[config.mk]
export PLATFORM = sky130hd
export DESIGN_NAME = adc_sample_averager
export DESIGN_NICKNAME = d
export VERILOG_FILES = /design/src/rtl/adc_sample_averager.sv
export SDC_FILE = /design/constraint.sdc
export NUM_CORES = 1
export LEC_CHECK = 0
export CAP_MARGIN = 40
export CORE_ASPECT_RATIO = 0.75
export CORE_MARGIN = 3
export CORE_UTILIZATION = 54
export DETAILED_ROUTE_END_ITERATION = 12
export PLACE_DENSITY = 0.87
export SLEW_MARGIN = 5
export SYNTH_ARGS = -nofsm -noshare
export SYNTH_HDL_FRONTEND = slang
export SYNTH_SLANG_ARGS = --single-unit
[constraint.sdc]
create_clock -name clk -period 5.7 [get_ports clk]
set_clock_uncertainty 0.05 [all_clocks]
set_input_delay 0.855 -clock clk [delete_from_list [all_inputs] [get_ports clk]]
set_output_delay 0.855 -clock clk [all_outputs]
set_load 0.005 [all_outputs]
[src/rtl/adc_sample_averager.sv]
// Block averager for ADC121S101 frames: extracts the sample field, averages 2^AVG_LOG2 samples,
// presents the mean on a valid/ready port. Optional min/max tracking under `ADC_MINMAX_EN.
module adc_sample_averager #(
    parameter int SAMPLE_W   = 12,
    parameter int SAMPLE_LSB = 1,
    parameter int AVG_LOG2   = 4
) (
    input  logic                clk,
    input  logic                reset,
    input  logic                enable,
    input  logic                in_valid,
    input  logic [15:0]         in_data,
    output logic                out_valid,
    input  logic                out_ready,
    output logic [SAMPLE_W-1:0] out_avg,
    output logic                overrun,
    input  logic                clr_overrun,
    output logic [SAMPLE_W-1:0] out_min,
    output logic [SAMPLE_W-1:0] out_max
);

    localparam int ACC_W = SAMPLE_W + AVG_LOG2;
    // A zero-width counter is illegal; with AVG_LOG2=0 the 1-bit count simply stays at 0.
    localparam int CNT_W = (AVG_LOG2 > 0) ? AVG_LOG2 : 1;
    localparam logic [CNT_W-1:0] CNT_LAST = CNT_W'((1 << AVG_LOG2) - 1);

    typedef enum logic {IDLE, ACCUM} state_t;

    state_t              state, state_next;
    logic [ACC_W-1:0]    acc, acc_next, sum;
    logic [CNT_W-1:0]    count, count_next;
    logic [SAMPLE_W-1:0] sample, mean;
    logic                take, block_done, out_load, out_drop;
    logic                unused_frame_bits;

    assign sample            = in_data[SAMPLE_LSB +: SAMPLE_W];
    assign unused_frame_bits = ^in_data;
    assign sum               = acc + ACC_W'(sample);
    assign mean              = SAMPLE_W'(sum >> AVG_LOG2);

    always_comb begin
        state_next = state;
        acc_next   = acc;
        count_next = count;
        take       = 1'b0;
        block_done = 1'b0;
        case (state)
            IDLE: begin
                if (enable) begin
                    state_next = ACCUM;
                    take       = in_valid;
                end
            end
            ACCUM: begin
                if (!enable) begin
                    state_next = IDLE;
                    acc_next   = '0;
                    count_next = '0;
                end else begin
                    take = in_valid;
                end
            end
            default: state_next = IDLE;
        endcase
        if (take) begin
            if (count == CNT_LAST) begin
                block_done = 1'b1;
                acc_next   = '0;
                count_next = '0;
            end else begin
                acc_next   = sum;
                count_next = count + CNT_W'(1);
            end
        end
    end

    // A finished block is only dropped when the previous result is still unaccepted.
    assign out_load = block_done && (!out_valid || out_ready);
    assign out_drop = block_done && out_valid && !out_ready;

    always_ff @(posedge clk) begin
        if (reset) begin
            state     <= IDLE;
            acc       <= '0;
            count     <= '0;
            out_valid <= 1'b0;
            out_avg   <= '0;
            overrun   <= 1'b0;
        end else begin
            state <= state_next;
            acc   <= acc_next;
            count <= count_next;
            if (out_load) begin
                out_valid <= 1'b1;
                out_avg   <= mean;
            end else if (out_ready) begin
                out_valid <= 1'b0;
            end
            if (out_drop)
                overrun <= 1'b1;
            else if (clr_overrun)
                overrun <= 1'b0;
        end
    end

`ifdef ADC_MINMAX_EN
    logic [SAMPLE_W-1:0] run_min, run_max, blk_min, blk_max;
    logic                first;

    // count==0 marks the first sample of a block, so stale extremes from a discarded block never leak.
    always_comb begin
        first   = (count == '0);
        blk_min = (first || sample < run_min) ? sample : run_min;
        blk_max = (first || sample > run_max) ? sample : run_max;
    end

    always_ff @(posedge clk) begin
        if (reset) begin
            run_min <= '0;
            run_max <= '0;
            out_min <= '0;
            out_max <= '0;
        end else begin
            if (take) begin
                run_min <= blk_min;
                run_max <= blk_max;
            end
            if (out_load) begin
                out_min <= blk_min;
                out_max <= blk_max;
            end
        end
    end
`else
    assign out_min = '0;
    assign out_max = '0;
`endif

endmodule

==> out/metrics.yaml <==
p_total_uw: 574
worst_pin_slew_ns: 0.732
reg2reg_depth: 8
r2r_slack_ns: 3.22
io_buffers: 31
drt_iter0_drc: 146
rows: 20
globalplace.congestion: 0.916
max-vdd-ir-drop_v: 0.000159
tritoncts: "done"
finalSetupTns_ns: 0
vias: 2134
post-route-min-period_ns: 3.17
die-area_mm2: 0.00531
crit_type: "in -> reg"
start_util_pct: 57.7
syn_inst: 287
required_ns: 5.84
post_cts_buffers: 0
pwr_density_cell_mw_per_mm2: 209
drc: 0
ys_ff_latch: 35
max_slew_margin_pct: 51.1
hp-class: "reg -> reg"
synth_cell_types: 59
post_synth_instance_area_mm2: 0.00241
setup_viol: 0
grt_max_degree: 39
drt_pass1_iterations: 5
status: "completed"
p_leak_nw: 1.05
max_cap_viol_count: 0
cts_made_buffers: 5
grt_pass1_vias: 1976
grt_antenna_before_repair: 0
synth_edf_count: 0
die_h_um: 63.9
cp.arrival_ns: 3.31
dp_hpwl_mm: 3.90
hold_violations: 0
die_x_um: 83.2
synth_warnings: 0
worstPathCellList: "clkdlybuf4s50_1 -> ha_1 -> inv_1 -> fa_1 -> and2b_1 -> o211ai_2 -> a211oi_1 -> o21ai_0 -> a32o_1"
ios: 60
cts-resized-gates: 0
synthFlopType: "dfxtp_1"
holdPathEnd: "out_avg[1]$_SDFFE_PP0P_"
antenna_left: 0
cp-start-kind: "primary input"
async_flop_share_pct: 0
holdWs_ns: 0.406
grt-ovfl-total: 0
final_nets: 350
h-tree-depth: 2
ys_seq_area_share_pct: 29.0
grt_pass1_wl_mm: 9.12
n_antenna_cell: 0
rsz0062_at_grt: "false"
slowest_stage: "a211oi_1"
cts_buffer_depth: 2
clock-sinks: 35
design.core.area_mm2: 0.00418
cts_root_buf: "clkbuf_8"
via_per_inst: 5.77
r2r-start: "acc[0]$_SDFFE_PP0P_"
clkTransAtPathRegs_ns: 0.07
avgSynthCellArea_um2: 8.41
area_growth_pct: 13.7
r2r_end: "acc[8]$_SDFFE_PP0P_"
fin_crit_sh_pct: 55.7
grtUsageTotal_pct: 21.2
endpoint_kind: "flop"
drv_slew: 0
fmax_mhz: 315
worstSkewPairLatency_ns: 0.29
wl_mm: 5.39
max_stage_delay_ns: 0.51
path_max_fanout: 6
hp-start: "out_avg[1]$_SDFFE_PP0P_"
cts_hold_buffers: 0
drive_above_1_share_pct: 9.52
routedWlPerCell_um: 14.6
hold_depth: 2
==> layer usage <==
metal / global-route usage [%] / share of wire [%] / up-vias / wire [µm]
met1: 29.5 / 47 / 995 / 2550
met3: 5.03 / 7.8 / 10 / 423
met2: 32.1 / 43 / 70 / 2330
met5: 0 / 0 / - / 0
li1: - / - / 1059 / -
met4: 7.55 / 1.6 / 0 / 85
==> cells by family after synthesis <==
logic type | count (synthesis) | synth area share (%)
compound gates | 88 | 26.6
xor+xnor | 4 | 1.45
fa+ha+maj | 14 | 7.57
buf+inv | 43 | 11.9
flops | 35 | 29.0
mux | 2 | 0.830
other cells | 1 | 0.155
simple gates | 100 | 22.5
==> per-stage QoR <==
step                      setup WS (ns)  utilization, %  area (µm²)  cells
after floorplan                    3.01               -        2500    310
after global placement             2.33            63.0        2630    361
after detailed placement           2.28            63.2        2640    362
after CTS                          2.57            65.6        2740    370
after global routing               2.36            65.6        2740    370
final                              2.53            65.6        2740    370
==> how the worst max path moves through the flow <==
stage	start	to	depth (start not counted)
detailed placement	in_data[1]	acc[8]$_SDFFE_PP0P_	9
finish	in_data[1]	acc[8]$_SDFFE_PP0P_	9
CTS	in_data[1]	acc[8]$_SDFFE_PP0P_	9
global placement	in_data[1]	acc[8]$_SDFFE_PP0P_	9
global route	in_data[1]	acc[8]$_SDFFE_PP0P_	9
floorplan	in_data[1]	out_avg[10]$_SDFFE_PP0P_	8
==> final cells by class <==
cell class | count | area (µm²)
Fill cell | 371 | 1440
Inverter | 6 | 25.0
Clock buffer | 8 | 100
Sequential cell | 35 | 701
Timing Repair Buffer | 34 | 337
Tap cell | 55 | 68.8
Multi-Input combinational cell | 232 | 1510
==> where the power goes <==
group          total (mW)  switching (mW)  leakage [nW]  internal [mW]
clock network       0.203          0.0929        0.0515          0.110
registers           0.255         0.00411         0.284          0.251
logic               0.115          0.0693         0.711         0.0462
total               0.574           0.166          1.05          0.408
==> flip-flops by register name, summed over array words and instances (netlist names) <==
signal     flops
count          4
state          1
out_valid      1
overrun        1
acc           16
out_avg       12
==> worst max-delay path, delay by kind of cell <==
family / cells / cell delay [ns]
AOI/OAI and AO/OA: 4 / 1.06
adders and majority gates: 2 / 0.62
buffers and inverters: 2 / 0.53
and+or+nand+nor: 1 / 0.25
==> cell usage after synthesis, types with 3 or more instances <==
| cell | count | area share [%] |
|---|---|---|
| nand2b_1 | 7 | 1.8 |
| buf_4 | 26 | 8.1 |
| nand3_1 | 10 | 2.1 |
| a32oi_1 | 3 | 1.1 |
| a21oi_1 | 17 | 3.5 |
| o21a_1 | 3 | 0.93 |
| nand4_1 | 4 | 1.0 |
| a22oi_1 | 5 | 1.6 |
| a31oi_1 | 6 | 1.6 |
| nand3b_1 | 8 | 2.5 |
| a21o_1 | 4 | 1.2 |
| nand2_1 | 22 | 3.4 |
| buf_6 | 3 | 1.4 |
| o31ai_1 | 3 | 0.93 |
| dfxtp_1 | 35 | 29 |
| nor2b_1 | 3 | 0.78 |
| nor2_1 | 21 | 3.3 |
| o21ai_0 | 12 | 2.5 |
| xnor2_1 | 3 | 1.1 |
| a211oi_1 | 4 | 1.2 |
| or3_1 | 8 | 2.1 |
| ha_1 | 13 | 6.7 |
| nor3_1 | 4 | 0.83 |
| a21o_2 | 3 | 1.1 |
| o211ai_1 | 5 | 1.6 |
| inv_1 | 5 | 0.78 |
| o311ai_1 | 3 | 1.1 |
| o21ai_1 | 4 | 0.83 |
| o211ai_2 | 3 | 1.6 |
| clkbuf_1 | 6 | 0.93 |
==> cells in the final DEF, fill, tap and decap left out, drive strengths merged, types with 2 or more instances in the layout <==
| cell type | netlist | layout |
|---|---|---|
| buf | 31 | 3 |
| nor2b | 4 | 4 |
| o31ai | 3 | 3 |
| nor3 | 4 | 4 |
| nand4 | 4 | 4 |
| nand2 | 24 | 24 |
| a32oi | 3 | 3 |
| o311ai | 3 | 3 |
| conb | 1 | 24 |
| nand2b | 7 | 7 |
| nand3b | 8 | 8 |
| inv | 6 | 6 |
| nand3 | 10 | 10 |
| clkbuf | 6 | 8 |
| xnor2 | 3 | 3 |
| o21a | 3 | 3 |
| dfxtp | 35 | 35 |
| ha | 13 | 13 |
| clkdlybuf4s50 | 0 | 31 |
| a31oi | 6 | 6 |
| o21ai | 17 | 17 |
| a22oi | 5 | 5 |
| nor2 | 21 | 21 |
| a21oi | 18 | 18 |
| o211ai | 8 | 8 |
| nor3b | 2 | 2 |
| a2111o | 2 | 2 |
| and3 | 2 | 2 |
| or2 | 2 | 2 |
| or3 | 8 | 8 |
| a21o | 7 | 7 |
| mux2i | 2 | 2 |
| a211oi | 5 | 5 |
No activity file was read; power rests on OpenSTA's default activity.
